--- config.mk ---
export PLATFORM = sky130hd
export DESIGN_NAME = popcnt_seq_unit
export DESIGN_NICKNAME = d
export VERILOG_FILES = /design/src/rtl/cpu_defs.sv /design/src/rtl/chunk_popcount.sv /design/src/rtl/popcnt_seq_unit.sv
export SDC_FILE = /design/constraint.sdc
export NUM_CORES = 1
export LEC_CHECK = 0
export CORE_UTILIZATION = 54
export DETAILED_ROUTE_END_ITERATION = 16
export PLACE_DENSITY = 0.85
export SETUP_SLACK_MARGIN = 0.02
export SYNTH_ARGS = -nofsm -noshare
export SYNTH_HDL_FRONTEND = slang
export SYNTH_HIERARCHICAL = 1
export SYNTH_SLANG_ARGS = --single-unit
--- constraint.sdc ---
create_clock -name clk -period 6.8 [get_ports clk]
set_clock_uncertainty 0.05 [all_clocks]
set_input_delay 1.36 -clock clk [delete_from_list [all_inputs] [get_ports clk]]
set_output_delay 1.36 -clock clk [all_outputs]
set_load 0.05 [all_outputs]
--- src/rtl/cpu_defs.sv ---
// Shared definitions for the bit-count coprocessor that sits beside the MDU.
// Holds the op encodings, the sequencer state encoding and the width of the
// accumulated count.
package cpu_defs;

    localparam logic OP_CNT_ONES  = 1'b0;
    localparam logic OP_CNT_ZEROS = 1'b1;

    // A 32-bit operand has at most 32 set bits, so six bits hold every count
    localparam int CNT_W = 6;

    typedef enum logic {
        S_IDLE = 1'b0,
        S_RUN  = 1'b1
    } state_t;

endpackage

--- src/rtl/chunk_popcount.sv ---
// Combinational ones-counter for one W-bit chunk, built as a balanced adder
// tree.  The tree is laid out heap-style: leaves hold single bits, and each
// inner node adds its two children.  W is expected to be a power of two.
module chunk_popcount #(
    parameter int W = 8
) (
    input  logic [W-1:0]             data_i,
    output logic [$clog2(W+1)-1:0]   count_o
);

    localparam int CW    = $clog2(W + 1);
    localparam int NODES = 2 * W - 1;

    // Fill the leaves from the input bits, then reduce pairwise up to the root
    always_comb begin
        logic [CW-1:0] node [NODES];
        for (int i = 0; i < NODES; i++) begin
            node[i] = '0;
        end
        for (int i = 0; i < W; i++) begin
            node[W - 1 + i] = CW'(data_i[i]);
        end
        for (int i = W - 2; i >= 0; i--) begin
            node[i] = node[2 * i + 1] + node[2 * i + 2];
        end
        count_o = node[0];
    end

endmodule

--- src/rtl/popcnt_seq_unit.sv ---
// Multi-cycle bit-count coprocessor.  One chunk counter is reused every cycle:
// the operand sits in a shift register, the low chunk is counted and added to
// an accumulator, and after N_STEPS cycles the total is committed to the
// readable result register with a one-cycle done pulse.  Counting zeros is
// done by inverting the operand on capture, so the datapath only ever counts
// ones.  The pipeline stalls on busy, and abort kills an operation in flight
// without touching the committed result.
module popcnt_seq_unit
    import cpu_defs::*;
#(
    parameter int CHUNK_W = 8
) (
    input  logic        clk,
    input  logic        reset,
    input  logic        start,
    input  logic        op,
    input  logic [31:0] din,
    input  logic        abort,
    output logic        busy,
    output logic        done,
    output logic [31:0] result
);

    localparam int N_STEPS     = 32 / CHUNK_W;
    localparam int CHUNK_CNT_W = $clog2(CHUNK_W + 1);
    localparam int STEP_W      = 5;
    localparam logic [STEP_W-1:0] LAST_STEP = STEP_W'(N_STEPS - 1);

    state_t              state_q;
    logic [31:0]         shiftReg_q;
    logic [CNT_W-1:0]    acc_q;
    logic [STEP_W-1:0]   step_q;
    logic [31:0]         result_q;
    logic                busy_q;
    logic                done_q;

    logic [CHUNK_CNT_W-1:0] chunkCount;
    logic [CNT_W-1:0]       accSum_d;

    chunk_popcount #(
        .W (CHUNK_W)
    ) uChunkCount (
        .data_i  (shiftReg_q[CHUNK_W-1:0]),
        .count_o (chunkCount)
    );

    // Running total including the chunk currently at the bottom of the shifter
    always_comb begin
        accSum_d = acc_q + CNT_W'(chunkCount);
    end

    // Sequencer: capture on start, walk the operand one chunk per cycle, then
    // commit; busy and done are registered alongside the state
    always_ff @(posedge clk) begin
        if (reset) begin
            state_q    <= S_IDLE;
            shiftReg_q <= '0;
            acc_q      <= '0;
            step_q     <= '0;
            result_q   <= '0;
            busy_q     <= 1'b0;
            done_q     <= 1'b0;
        end else begin
            case (state_q)
                S_IDLE: begin
                    done_q <= 1'b0;
                    if (start && !abort) begin
                        shiftReg_q <= (op == OP_CNT_ONES) ? din : ~din;
                        acc_q      <= '0;
                        step_q     <= '0;
                        busy_q     <= 1'b1;
                        state_q    <= S_RUN;
                    end
                end
                S_RUN: begin
                    done_q <= 1'b0;
                    if (abort) begin
                        acc_q   <= '0;
                        step_q  <= '0;
                        busy_q  <= 1'b0;
                        state_q <= S_IDLE;
                    end else if (step_q == LAST_STEP) begin
                        result_q <= {{(32 - CNT_W){1'b0}}, accSum_d};
                        acc_q    <= '0;
                        step_q   <= '0;
                        busy_q   <= 1'b0;
                        done_q   <= 1'b1;
                        state_q  <= S_IDLE;
                    end else begin
                        acc_q      <= accSum_d;
                        shiftReg_q <= shiftReg_q >> CHUNK_W;
                        step_q     <= step_q + STEP_W'(1);
                    end
                end
                default: begin
                    busy_q  <= 1'b0;
                    done_q  <= 1'b0;
                    state_q <= S_IDLE;
                end
            endcase
        end
    end

    assign busy   = busy_q;
    assign done   = done_q;
    assign result = result_q;

endmodule
==> results.cfg, run 1 <==
[route]
drc = 0
ant_nets = 0
vias = 2591
wirelength_microns = 5850
drt-initial-drc-count = 177
routed_via_density = 5.27
routedWlPerCell_microns = 11.9
dr.pass1.iters = 4

[grt]
overflow = 0
grt_start_max_net_pins = 59
antenna_found_initial = 0
grt_pass1_wl_microns = 9980
track_usage_pct = 20.8
grt_pass1_vias = 2398

[cts]
htree_levels = 2
clock_sinks = 52
clk_latency_ns = 0.31
cts_tree = yes
ctsHoldBuffers = 0
clkTransAtPathRegs_ns = 0.09
cts_resized = 0
cts_inserted_buffers = 5
cts_root_buf = clkbuf_8
post-cts-setup-buffers = 0
clock_path_buffers = 2

[placed_design]
portBuffers = 44
gp_congestion = 0.803
hpwl_microns = 3970
place_area_sq_mm = 0.00338
pre_cts_slack_ns = 3.32

[worst_setup_path]
worstSetupStartpointType = register
required_ns = 6.97
rrSetupSlack_ns = 3.29
reg2reg_to = result[4]$_SDFFE_PP0P_
critPathKind = register to register
endpoint_kind = register
worst_ep_arrival_time_ns = 3.68
cp-startpoint = shiftReg_q[4]$_SDFFE_PP0P_
r2r_start = shiftReg_q[4]$_SDFFE_PP0P_
rr_worst_depth = 12
crit_fanout = 4

[finish]
fin_area_sq_mm = 0.00346
syn_to_final_growth_pct = 13.0
nets = 470
n_antenna_cell = 0
drive_gt1_share_pct = 3.81
fillers = 505
multi_input_area_sq_mm = 0.00176
regArea_sq_mm = 0.00104

[sta]
setup_tns_ns = 0
layout_min_cycle_time_ns = 3.51
worst_pin_slew_ns = 0.972
slew_headroom_pct = 35.2
fmaxAchievable_mhz = 285
drv_slew = 0
fin_ws_ns = 3.29
finalHoldViolCount = 0
hold_slack_ns = 0.407
final-setup-viol-count = 0
rsz0062_at_grt = no
fin_crit_sh_pct = 51.6

[logic_synthesis]
synth_top_area_share_pct = 34.0
seq_area_frac_synth_pct = 34.0
synth_cell_types = 43
synth_cells = 393
async_reset_ff_share_pct = 0
yosysTopAreaCell = dfxtp_1
avgSynthCellArea_sq_um = 7.79
netlist_area_sq_mm = 0.00306
synth_most_common_cell = nand2_1
synthTopCellsByArea = dfxtp_1, nand2_1, xnor2_1, buf_4, a21oi_1
synth_warnings = 6
synthTopCellsByCount = nand2_1, dfxtp_1, a21oi_1, xnor2_1, buf_4
ys_dominant_reg_cell = dfxtp_1
synth_edf_count = 0
ys_seq_elements = 52

[min_path]
min-delay-start = shiftReg_q[12]$_SDFFE_PP0P_
min_to = shiftReg_q[12]$_SDFFE_PP0P_
min_path_cells = 2
hp-class = register to register

[die]
die_area_sq_mm = 0.00598
core_area_sq_mm = 0.00547
die_h_microns = 77.3
row_count = 27
pin_count = 71
fp.dieW_microns = 77.3
start_util_pct = 55.9

[power]
p_total_mw = 0.650
power_density_mw_per_mm2 = 188
cellLeakagePower_nw = 1.24
ir_worst_vdd_v = 0.000100

[job]
max_cap_violations = 0

[outcome]
status = completed
## power by group
| part | total [mW] | internal, mW | switching [mW] | leakage [nW] |
|---|---|---|---|---|
| clock network | 0.170 | 0.0703 | 0.100 | 0.0410 |
| registers | 0.326 | 0.318 | 0.00795 | 0.423 |
| logic | 0.153 | 0.0573 | 0.0961 | 0.779 |
## layout make-up
type                            count  share of cell area, %
Tap cell                           72                   2.60
Timing Repair Buffer               46                   12.9
Sequential cell                    52                   30.1
Inverter                           12                   1.30
Clock inverter                      1                  0.145
Clock buffer                        6                   2.10
Multi-Input combinational cell    303                   50.9
## per-stage QoR
stage	util, %	instances
floorplan	-	418
global placement	61.8	485
detailed placement	61.8	485
CTS	63.2	492
global route	63.2	492
finish	63.2	492
## worst max-delay path: stages (launching register included)
cell and delay (ns):
dfxtp_1 0.34, fa_1 0.48, ha_1 0.29, inv_1 0.05, fa_1 0.43, fa_1 0.44
inv_1 0.08, inv_1 0.05, fa_1 0.42, nor2b_1 0.11, o21ai_0 0.15, a2111o_1 0.44
o311ai_1 0.08
## per-layer routing
layer / GRT usage (%) / up-vias / wire [microns]
li1: - / 1301 / -
met4: 8.49 / 0 / 110
met3: 4.29 / 11 / 229
met1: 23.1 / 1214 / 2520
met5: 0 / - / 0
met2: 38.1 / 65 / 2990
## cells in the final DEF (no fill, tap or decap), types with 2 or more instances in the layout
cell              n
o21a_1            2
nor2_1           20
clkdlybuf4s50_1  42
o21ai_1           6
buf_2             2
a22oi_1           4
xnor2_1          34
o21ai_0          22
nand2_1          82
inv_1            12
or3_1             2
dfxtp_1          52
nor3_1           12
nand2b_1          4
ha_1              8
a21oi_1          39
a21o_1            2
clkbuf_8          5
conb_1           26
a31oi_1           2
buf_4             2
nor2b_1           2
a211oi_1          2
nand3b_1          5
nand3_1           4
fa_1              5
o311ai_1          3
## worst max path at each step
stage                        endpoint  cells after the start
2_1_floorplan  result[4]$_SDFFE_PP0P_                     12
3_3_place_gp   result[4]$_SDFFE_PP0P_                     12
3_5_place_dp   result[4]$_SDFFE_PP0P_                     12
4_1_cts        result[4]$_SDFFE_PP0P_                     12
5_1_grt        result[4]$_SDFFE_PP0P_                     12
6_report       result[4]$_SDFFE_PP0P_                     12
## kinds of logic (layout without fill, tap and decap cells)
group	Yosys count	count (layout)	share of synthesized area [%]
compound gates	87	87	16.3
xor+xnor	34	34	9.73
fa+ha+maj	13	13	6.54
buf+inv	63	65	11.6
flops	52	52	34.0
other cells	1	26	0.122
simple gates	143	143	21.7
## registers in the layout (all words and copies together), names as in the netlist
| signal | cells |
|---|---|
| shiftReg_q | 32 |
| acc_q | 6 |
| result | 6 |
| step_q | 5 |
| busy | 1 |
| done | 1 |
| state_q | 1 |
Note: power is estimated with default switching activity, not from simulation.
==> inputs of run 2 (changes only) <==
Settings changed: CORE_UTILIZATION 54 to 50, PLACE_DENSITY 0.85 to 0.8.
Clock period 6.8 ns to 3.7 ns, I/O delays scaled along.
==> run 2 against run 1 <==
Effect of this change:
- combinational power up 86%
- global-route usage down 1.0 points
- largest power group unchanged
- design area up 0.40%
- fmax up 1.6%
- highest routed layer unchanged
- critical endpoint unchanged
==> results.cfg, run 2 (same netlist as run 1, synthesis figures left out) <==
[outcome]
status = completed

[finish]
largest_reg_flops = 32
fin_area_sq_mm = 0.00347
syn_to_final_growth_pct = 13.4
n_antenna_cell = 0
top_register = shiftReg_q
nets = 470
drive_gt1_share_pct = 4.29
layout.cells.most_common = nand2_1
layout_common_cells = nand2_1, dfxtp_1, clkdlybuf4s50_1

[worst_setup_path]
crit_fanout = 4
reg2reg_to = result[4]$_SDFFE_PP0P_
rr_worst_depth = 12
worstSetupStartpointType = register
critPathKind = register to register
r2r_start = shiftReg_q[4]$_SDFFE_PP0P_
required_ns = 3.87
rrSetupSlack_ns = 0.25
endpoint_kind = register
worst_ep_arrival_time_ns = 3.62

[sta]
finalHoldViolCount = 0
fmaxAchievable_mhz = 290
slew_headroom_pct = 26.6
worst_pin_slew_ns = 1.10
layout_min_cycle_time_ns = 3.45
drv_slew = 0
fin_crit_sh_pct = 93.3
final-setup-viol-count = 0
rsz0062_at_grt = no
setup_tns_ns = 0

[grt]
overflow = 0
antenna_found_initial = 0
grt_start_max_net_pins = 59
grt_pass1_vias = 2285
grt_pass1_wl_microns = 10000
track_usage_pct = 19.8

[cts]
clk_latency_ns = 0.31
cts_inserted_buffers = 5
htree_levels = 2
clock_sinks = 52
cts_root_buf = clkbuf_8
clkTransAtPathRegs_ns = 0.09
clock_path_buffers = 2
cts_tree = yes
ctsHoldBuffers = 0

[placed_design]
hpwl_microns = 4090
portBuffers = 44
gp_congestion = 0.791
place_area_sq_mm = 0.00339

[die]
core_area_sq_mm = 0.00592
pin_count = 71
die_h_microns = 80.3
row_count = 28
start_util_pct = 51.7
fp.dieW_microns = 80.3
die_area_sq_mm = 0.00644

[route]
routed_via_density = 5.08
drt-initial-drc-count = 180
vias = 2517
routedWlPerCell_microns = 11.8
drc = 0
wirelength_microns = 5860
ant_nets = 0
dr.pass1.iters = 4

[power]
power_density_mw_per_mm2 = 347
ir_worst_vdd_v = 0.000184
p_total_mw = 1.21
cellLeakagePower_nw = 1.24

[min_path]
hp-class = register to register
min-delay-start = shiftReg_q[8]$_SDFFE_PP0P_
min_to = shiftReg_q[8]$_SDFFE_PP0P_
min_path_cells = 2

[job]
max_cap_violations = 0
[run 2: worst max path at each step]
stage          depth (start not counted)                     end  slack [ns]                       start
5_1_grt                               12  result[4]$_SDFFE_PP0P_        0.05  shiftReg_q[4]$_SDFFE_PP0P_
4_1_cts                               12  result[4]$_SDFFE_PP0P_        0.12  shiftReg_q[4]$_SDFFE_PP0P_
6_report                              12  result[4]$_SDFFE_PP0P_        0.25  shiftReg_q[4]$_SDFFE_PP0P_
2_1_floorplan                         12  result[4]$_SDFFE_PP0P_        0.35  shiftReg_q[4]$_SDFFE_PP0P_
3_3_place_gp                          12  result[4]$_SDFFE_PP0P_        0.26  shiftReg_q[4]$_SDFFE_PP0P_
3_5_place_dp                          12  result[4]$_SDFFE_PP0P_        0.15  shiftReg_q[4]$_SDFFE_PP0P_
[run 2: what timing repair did]
item,4_1_cts,5_1_grt
gates resized for setup,0,2
endpoints found under the setup margin,0,2
setup buffers,0,0
[run 2: metrics by stage]
| step | util [%] | cells | hold WS [ns] | worst slack, ns |
|---|---|---|---|---|
| detailed placement | 57.2 | 488 | 0.395 | 0.147 |
| floorplan | - | 418 | 0.382 | 0.346 |
| global route | 58.7 | 495 | 0.428 | 0.0481 |
| CTS | 58.6 | 495 | 0.408 | 0.123 |
| finish | 58.7 | 495 | 0.409 | 0.248 |
| global placement | 57.2 | 488 | 0.389 | 0.262 |
[run 2: layout make-up]
cell class	count	area [sq um]
sequential	52	1040
timing repair buffer	46	445
multi-input combinational	303	1760
clock inverter	2	16.3
fill	564	2450
clock buffer	5	68.8
tap	75	93.8
inverter	12	45.0
[run 2: per-layer routing]
| metal | GRT usage, % | part of all wire, % | up-vias |
|---|---|---|---|
| met5 | 0 | 0 | - |
| met2 | 35.0 | 52 | 56 |
| met1 | 24.0 | 43 | 1152 |
| met4 | 5.54 | 1.2 | 0 |
| met3 | 4.20 | 3.5 | 7 |
| li1 | - | - | 1302 |
[run 2: critical path, cell delays in order, from the launching register on]
cell,delay (ns)
dfxtp_1,0.34
fa_1,0.48
ha_1,0.28
inv_1,0.05
fa_2,0.38
fa_1,0.45
inv_1,0.09
inv_1,0.06
fa_1,0.42
nor2b_1,0.13
o21ai_1,0.11
a2111o_1,0.43
o311ai_1,0.08
[run 2: power by group]
group          internal, mW  switching (mW)  total (mW)
clock                 0.132           0.193       0.325
combinational         0.106           0.177       0.284
sequential            0.584          0.0141       0.598
total                 0.823           0.384        1.21
==> inputs of run 3 (changes only) <==
Settings changed: TNS_END_PERCENT from default to 1.
==> results of run 3 <==
No change in the layout: final DEF, timing and power equal those of run 2.
